### src/rtl/core_irq_pkg.sv
// core_irq_pkg: shared constants and state encoding for the interrupt scheduler
package core_irq_pkg;
  localparam int ID_W = 3;
  localparam int MAX_IRQ = 8;
  localparam logic [1:0] ADDR_MASK = 2'd0;
  localparam logic [1:0] ADDR_CLEAR = 2'd1;
  localparam logic [1:0] ADDR_EOI = 2'd2;
  typedef enum logic [1:0] {IDLE, REQ, SVC} state_t;
endpackage

### src/rtl/core_irq_prio_enc.sv
// core_irq_prio_enc: lowest-index-wins priority encoder
module core_irq_prio_enc
  import core_irq_pkg::*;
#(
  parameter int N = 8
) (
  input  logic [N-1:0]    i_req,
  output logic [ID_W-1:0] o_id,
  output logic            o_any
);
  always_comb begin
    o_id = '0;
    for (int i = N - 1; i >= 0; i--) o_id = i_req[i] ? ID_W'(i) : o_id;
  end
  assign o_any = |i_req;
endmodule

### src/rtl/core_irq_sched.sv
// core_irq_sched: edge/level interrupt latching with single-request ack/EOI handshake
module core_irq_sched
  import core_irq_pkg::*;
#(
  parameter int                 N_IRQ      = 8,
  parameter logic [MAX_IRQ-1:0] LEVEL_MASK = 8'h00
) (
  input  logic             i_clk,
  input  logic             i_rst,
  input  logic [N_IRQ-1:0] i_irq,
  input  logic             i_wr,
  input  logic [1:0]       i_wr_addr,
  input  logic [7:0]       i_wr_data,
  output logic             o_irq,
  input  logic             i_irq_ack,
  output logic [7:0]       o_id,
  output logic [N_IRQ-1:0] o_pending
);
  state_t r_state, w_next;
  logic [N_IRQ-1:0] r_prev, r_pend, r_mask, w_set, w_clr, w_ack_clr, w_cand;
  logic [MAX_IRQ-1:0] w_cand8;
  logic [ID_W-1:0] r_id, w_win;
  logic [7:0] r_id_out;
  logic r_irq, w_any, w_wr_mask, w_wr_clr, w_eoi, w_ack;
  core_irq_prio_enc #(.N(N_IRQ)) u_enc (.i_req(w_cand), .o_id(w_win), .o_any(w_any));
  assign w_set = (i_irq & ~r_prev) | (i_irq & LEVEL_MASK[N_IRQ-1:0]);
  assign w_cand = r_pend & r_mask;
  assign w_cand8 = MAX_IRQ'(w_cand);
  assign w_wr_mask = i_wr && i_wr_addr == ADDR_MASK;
  assign w_wr_clr = i_wr && i_wr_addr == ADDR_CLEAR;
  assign w_eoi = i_wr && i_wr_addr == ADDR_EOI;
  assign w_clr = w_wr_clr ? i_wr_data[N_IRQ-1:0] : '0;
  // withdrawal beats a same-cycle ack, so ack only counts while the source is still a candidate
  assign w_ack = r_state == REQ && i_irq_ack && w_cand8[r_id];
  assign w_ack_clr = (w_ack && !LEVEL_MASK[r_id]) ? N_IRQ'(MAX_IRQ'(1) << r_id) : '0;
  always_comb begin
    w_next = IDLE;
    case (r_state)
      IDLE:    w_next = w_any ? REQ : IDLE;
      REQ:     w_next = !w_cand8[r_id] ? IDLE : (i_irq_ack ? SVC : REQ);
      SVC:     w_next = w_eoi ? IDLE : SVC;
      default: w_next = IDLE;
    endcase
  end
  always_ff @(posedge i_clk) begin
    if (i_rst) begin
      r_state  <= IDLE;
      r_prev   <= '0;
      r_pend   <= '0;
      r_mask   <= '0;
      r_id     <= '0;
      r_irq    <= 1'b0;
      r_id_out <= '0;
    end else begin
      r_state  <= w_next;
      r_prev   <= i_irq;
      r_pend   <= (r_pend & ~w_clr & ~w_ack_clr) | w_set;
      r_mask   <= w_wr_mask ? i_wr_data[N_IRQ-1:0] : r_mask;
      r_id     <= (r_state == IDLE && w_any) ? w_win : r_id;
      r_irq    <= w_next == REQ;
      r_id_out <= (w_next == SVC) ? {1'b1, 4'b0, r_id} : '0;
    end
  end
  assign o_irq = r_irq;
  assign o_id = r_id_out;
  assign o_pending = r_pend;
endmodule

### config.mk
export PLATFORM = sky130hd
export DESIGN_NAME = core_irq_sched
export DESIGN_NICKNAME = d
export VERILOG_FILES = /design/src/rtl/core_irq_pkg.sv /design/src/rtl/core_irq_prio_enc.sv /design/src/rtl/core_irq_sched.sv
export SDC_FILE = /design/constraint.sdc
export NUM_CORES = 1
export LEC_CHECK = 0
export BUFFER_PORTS_ARGS = -buffer_cell sky130_fd_sc_hd__buf_2
export CELL_PAD_IN_SITES_DETAIL_PLACEMENT = 0
export CELL_PAD_IN_SITES_GLOBAL_PLACEMENT = 2
export CORE_UTILIZATION = 33
export DETAILED_ROUTE_END_ITERATION = 7
export PLACE_DENSITY_LB_ADDON = 0.08
export SETUP_SLACK_MARGIN = 0.2
export SLEW_MARGIN = 20
export SYNTH_ARGS = -nofsm -noshare
export SYNTH_HDL_FRONTEND = slang
export SYNTH_HIERARCHICAL = 1
export SYNTH_SLANG_ARGS = --single-unit
### constraint.sdc
create_clock -name i_clk -period 3.8 [get_ports i_clk]
set_input_delay 0 -clock i_clk [delete_from_list [all_inputs] [get_ports i_clk]]
set_output_delay 0 -clock i_clk [all_outputs]
set_load 0.02 [all_outputs]
==> results.txt <==
The run finished with clean final reports. The non-filler instance count after layout is 271. Global routing used 15.9% of the available tracks across all layers. Counting flops with an async set or reset pin after synthesis yields a share of 0%. Measured in cells, the most critical reg-to-reg path has a length of 6. CTS placed an instance of sky130_fd_sc_hd__clkbuf_8 at the clock tree root.

The repair_antennas step left the layout with diodes totalling 0. For flop-to-flop paths, the worst setup slack is 1980 ps. The peak supply drop is 158 uV. Grouping stages by cell kind, the critical path spends the most delay in simple AND/OR/NAND/NOR gates. The power density over cell area came out at 382 nW/um^2. Synthesis handed over a netlist of 166 instances.

The via density per instance came out at 5.00. The number of gates resized after CTS was 0. The final critical path time including I/O delays and setup came out at 1820 ps. The detailed-route wire length per cell is 13.4 um. The effective utilization at floorplan came out at 34.6%. The startpoint identified for the worst register-to-register timing path is o_pending[7].

The die covers 4870 um^2. Post-CTS timing repair inserted 0 buffers for setup. Counting the fill cells in the layout gives 453. The sum of net half-perimeters after detailed placement came out at 2590 um. Summing all flip-flop and latch instances after layout gives 681 um^2. The sequential share of the synthesized area came out at 44.8%. In the layout the commonest cells are sky130_fd_sc_hd__buf_2, sky130_fd_sc_hd__dfxtp_1, sky130_fd_sc_hd__nand2_1. The aggregate global routing overflow came out at 0. The critical path goes through and2_1, nor4_2, nand3_1, nor3b_1, mux2i_1, nor2_1. STA classifies the critical path startpoint as a register. Summing internal, switching and leakage power gives 0.754 mW. Setup repair after global routing left no endpoint under its margin. The depth of the worst hold-timing path is 3. The routing usage on met3 came out at 4.51%. The height of the die is 69.8 um. Relative to the synthesized area, the layout overhead comes to 30.1%.

The wire length reported by the detailed router is 3620 um. On the final layout, the worst hold slack is 105 ps. At the later pin of the worst-skew pair, clock insertion delay measures 280 ps.

The most used flip-flop cell after synthesis is sky130_fd_sc_hd__dfxtp_1. The number of global-route vias before repair is 1266. The number of synthesis warnings came out at 6. The total number of vias is 1354. The longest clock path from root to sink contains 2 buffers. The die extent in x is 69.8 um. The number of pins with negative max-slew slack in the final report came to 0. The number of remaining DRC errors is 0.

Data on the critical path is required at its endpoint by 3960 ps. The floorplan has 24 rows. The layer flagged by global routing as most heavily used is met2. The number of synthesized flops with an enable pin is 0. The number of antenna violations at the first check in global routing came to 0. The multi-input combinational cells in the finished layout cover a total of 769 um^2. The end of the worst register-to-register path is r_id[1].

The final number of setup-violating endpoints is 0. The number of top-level design ports came out at 39. The average cell area after synthesis came out at 9.14 um^2. The ratio of cells with drive above 1 in the final layout is 21.9%. The startpoint identified for the worst hold timing path is i_irq_ack.

The tightest slew margin relative to the limit came out at 48.7%. The number of different library cells used by synthesis comes to 40. The global-route wire length before repair came out at 6020 um.

The number of max-cap violations is 0. The maximum number of pins on one net before global-route repair came out at 28. Adding up every negative setup slack in the final design gives 0 ps.

The cell with the largest stage delay on the worst path is sky130_fd_sc_hd__nor3b_1. The placer congestion estimate is 0.814. The clock transition at the registers of the reported paths is 70 ps. The number of synthesized register bits came out at 34. The starting DRC count in detailed routing is 36.

The maximum clock rate came out at 549 MHz. The first TritonRoute pass finished after 4 iterations. The cell count after placement came out at 247.

For this design the static power due to leakage is 0.886 nW. The peak fanout along the critical path came out at 5. TritonCTS created 5 clock buffers. The number of hold violations in the final report came out at 0. For the final database, setup skew stands at 3.07 ps. The number of buffers and inverters on the critical path came out at 0. The worst path uses 47.9% of the clock period. The worst setup path is captured at a register. At the end of the flow, the number of nets in the layout was 240. The data arrival at the endpoint of the critical path came out at 1980 ps. The actual transition at the worst max-transition pin is 768 ps. For this run, the slowest stage of the critical path takes 640 ps. The met2 global-route usage came out at 25.6%.

The number of sinks handled by clock tree synthesis came out at 34. The worst setup path is of the reg2reg kind. The cell area after synthesis is 1520 um^2. The path with the worst hold slack has its endpoint at r_state[0]. The remaining antenna violation count after routing came out at 0.

The clock tree synthesis step divided the H-tree into 2 levels. After floorplanning, the core was sized to cover 4380 um^2. In this run the tool buffered the top-level ports with 34 buffer cells.

The path class of the tightest hold or removal check is in2reg. The met1 usage in global routing came out at 20.2%. TritonCTS built the clock tree.

The final core utilization is 45.0%.
power by group:
group          leakage (nW)  internal [mW]  switching, mW
sequential            0.279          0.373        0.00911
combinational         0.558         0.0468         0.0494
clock                0.0482          0.146          0.130
total                 0.886          0.566          0.188
cell type report:
type                       count  share of cell area (%)
multi-input combinational    118                    39.0
sequential                    34                    34.5
timing repair buffer          51                    17.1
clock buffer                   7                    4.37
tap                           52                    3.30
inverter                       8                    1.52
clock inverter                 1                   0.253
layer usage:
metal  routed length, um  share of wire (%)  up-vias
li1                    -                  -      682
met3                 145                4.0        5
met5                   0                  0        -
met1                1750                 48      630
met2                1670                 46       37
met4                  55                1.5        0
through the flow:
step	cell area [um^2]	setup WS, ps
finish	1970	1980
global route	1970	1850
CTS	1970	1980
detailed placement	1720	2000
global placement	1720	2000
floorplan	1530	2090
worst max path at each step:
stage	from	endpoint	cells past startpoint
2_1_floorplan	o_pending[7]	r_id[0]	6
3_3_place_gp	r_id[0]	o_pending[0]	4
3_5_place_dp	r_id[0]	o_pending[0]	4
4_1_cts	r_id[0]	o_pending[0]	4
5_1_grt	o_pending[7]	r_id[2]	6
6_report	o_pending[7]	r_id[1]	6
sequential cells by signal, summed over array words and instances (netlist names):
signal and count:
o_pending 8, r_mask 8, r_prev 8, o_id 4, r_id 3, r_state 2
o_irq 1
synth_stat cells, types with 2 or more instances:
library cell	number	area (um^2)
sky130_fd_sc_hd__a21boi_0	7	52.6
sky130_fd_sc_hd__a21oi_1	2	10.0
sky130_fd_sc_hd__a22o_1	3	26.3
sky130_fd_sc_hd__a311oi_1	3	26.3
sky130_fd_sc_hd__a41o_1	4	40.0
sky130_fd_sc_hd__and2_1	2	12.5
sky130_fd_sc_hd__and3b_1	2	17.5
sky130_fd_sc_hd__buf_1	2	7.51
sky130_fd_sc_hd__buf_4	4	30.0
sky130_fd_sc_hd__clkbuf_1	3	11.3
sky130_fd_sc_hd__dfxtp_1	34	681
sky130_fd_sc_hd__inv_1	8	30.0
sky130_fd_sc_hd__mux2i_1	11	110
sky130_fd_sc_hd__nand2_1	17	63.8
sky130_fd_sc_hd__nand2b_1	3	18.8
sky130_fd_sc_hd__nand3_1	2	10.0
sky130_fd_sc_hd__nand3b_1	2	15.0
sky130_fd_sc_hd__nor2_1	16	60.1
sky130_fd_sc_hd__nor2b_1	16	100
sky130_fd_sc_hd__nor3_1	2	10.0
sky130_fd_sc_hd__nor3b_1	2	15.0
sky130_fd_sc_hd__or3_1	3	18.8
kinds of logic after synthesis:
logic type | after synthesis | synth area share (%)
and+or+nand+nor | 74 | 26.5
other | 1 | 0.247
muxes | 11 | 7.26
AOI/OAI and AO/OA | 29 | 15.9
DFF | 34 | 44.8
buffers and inverters | 17 | 5.19
timing repair:
action | in CTS | in global routing
endpoints found under the hold margin | 16 | 0
setup endpoints to repair | 0 | 0
hold buffers | 16 | 0
worst min-delay path, stage by stage:
cell	delay [ps]
sky130_fd_sc_hd__buf_2	100
sky130_fd_sc_hd__nor4b_1	50
sky130_fd_sc_hd__a22o_1	190
Note: power is estimated with default switching activity, not from simulation.
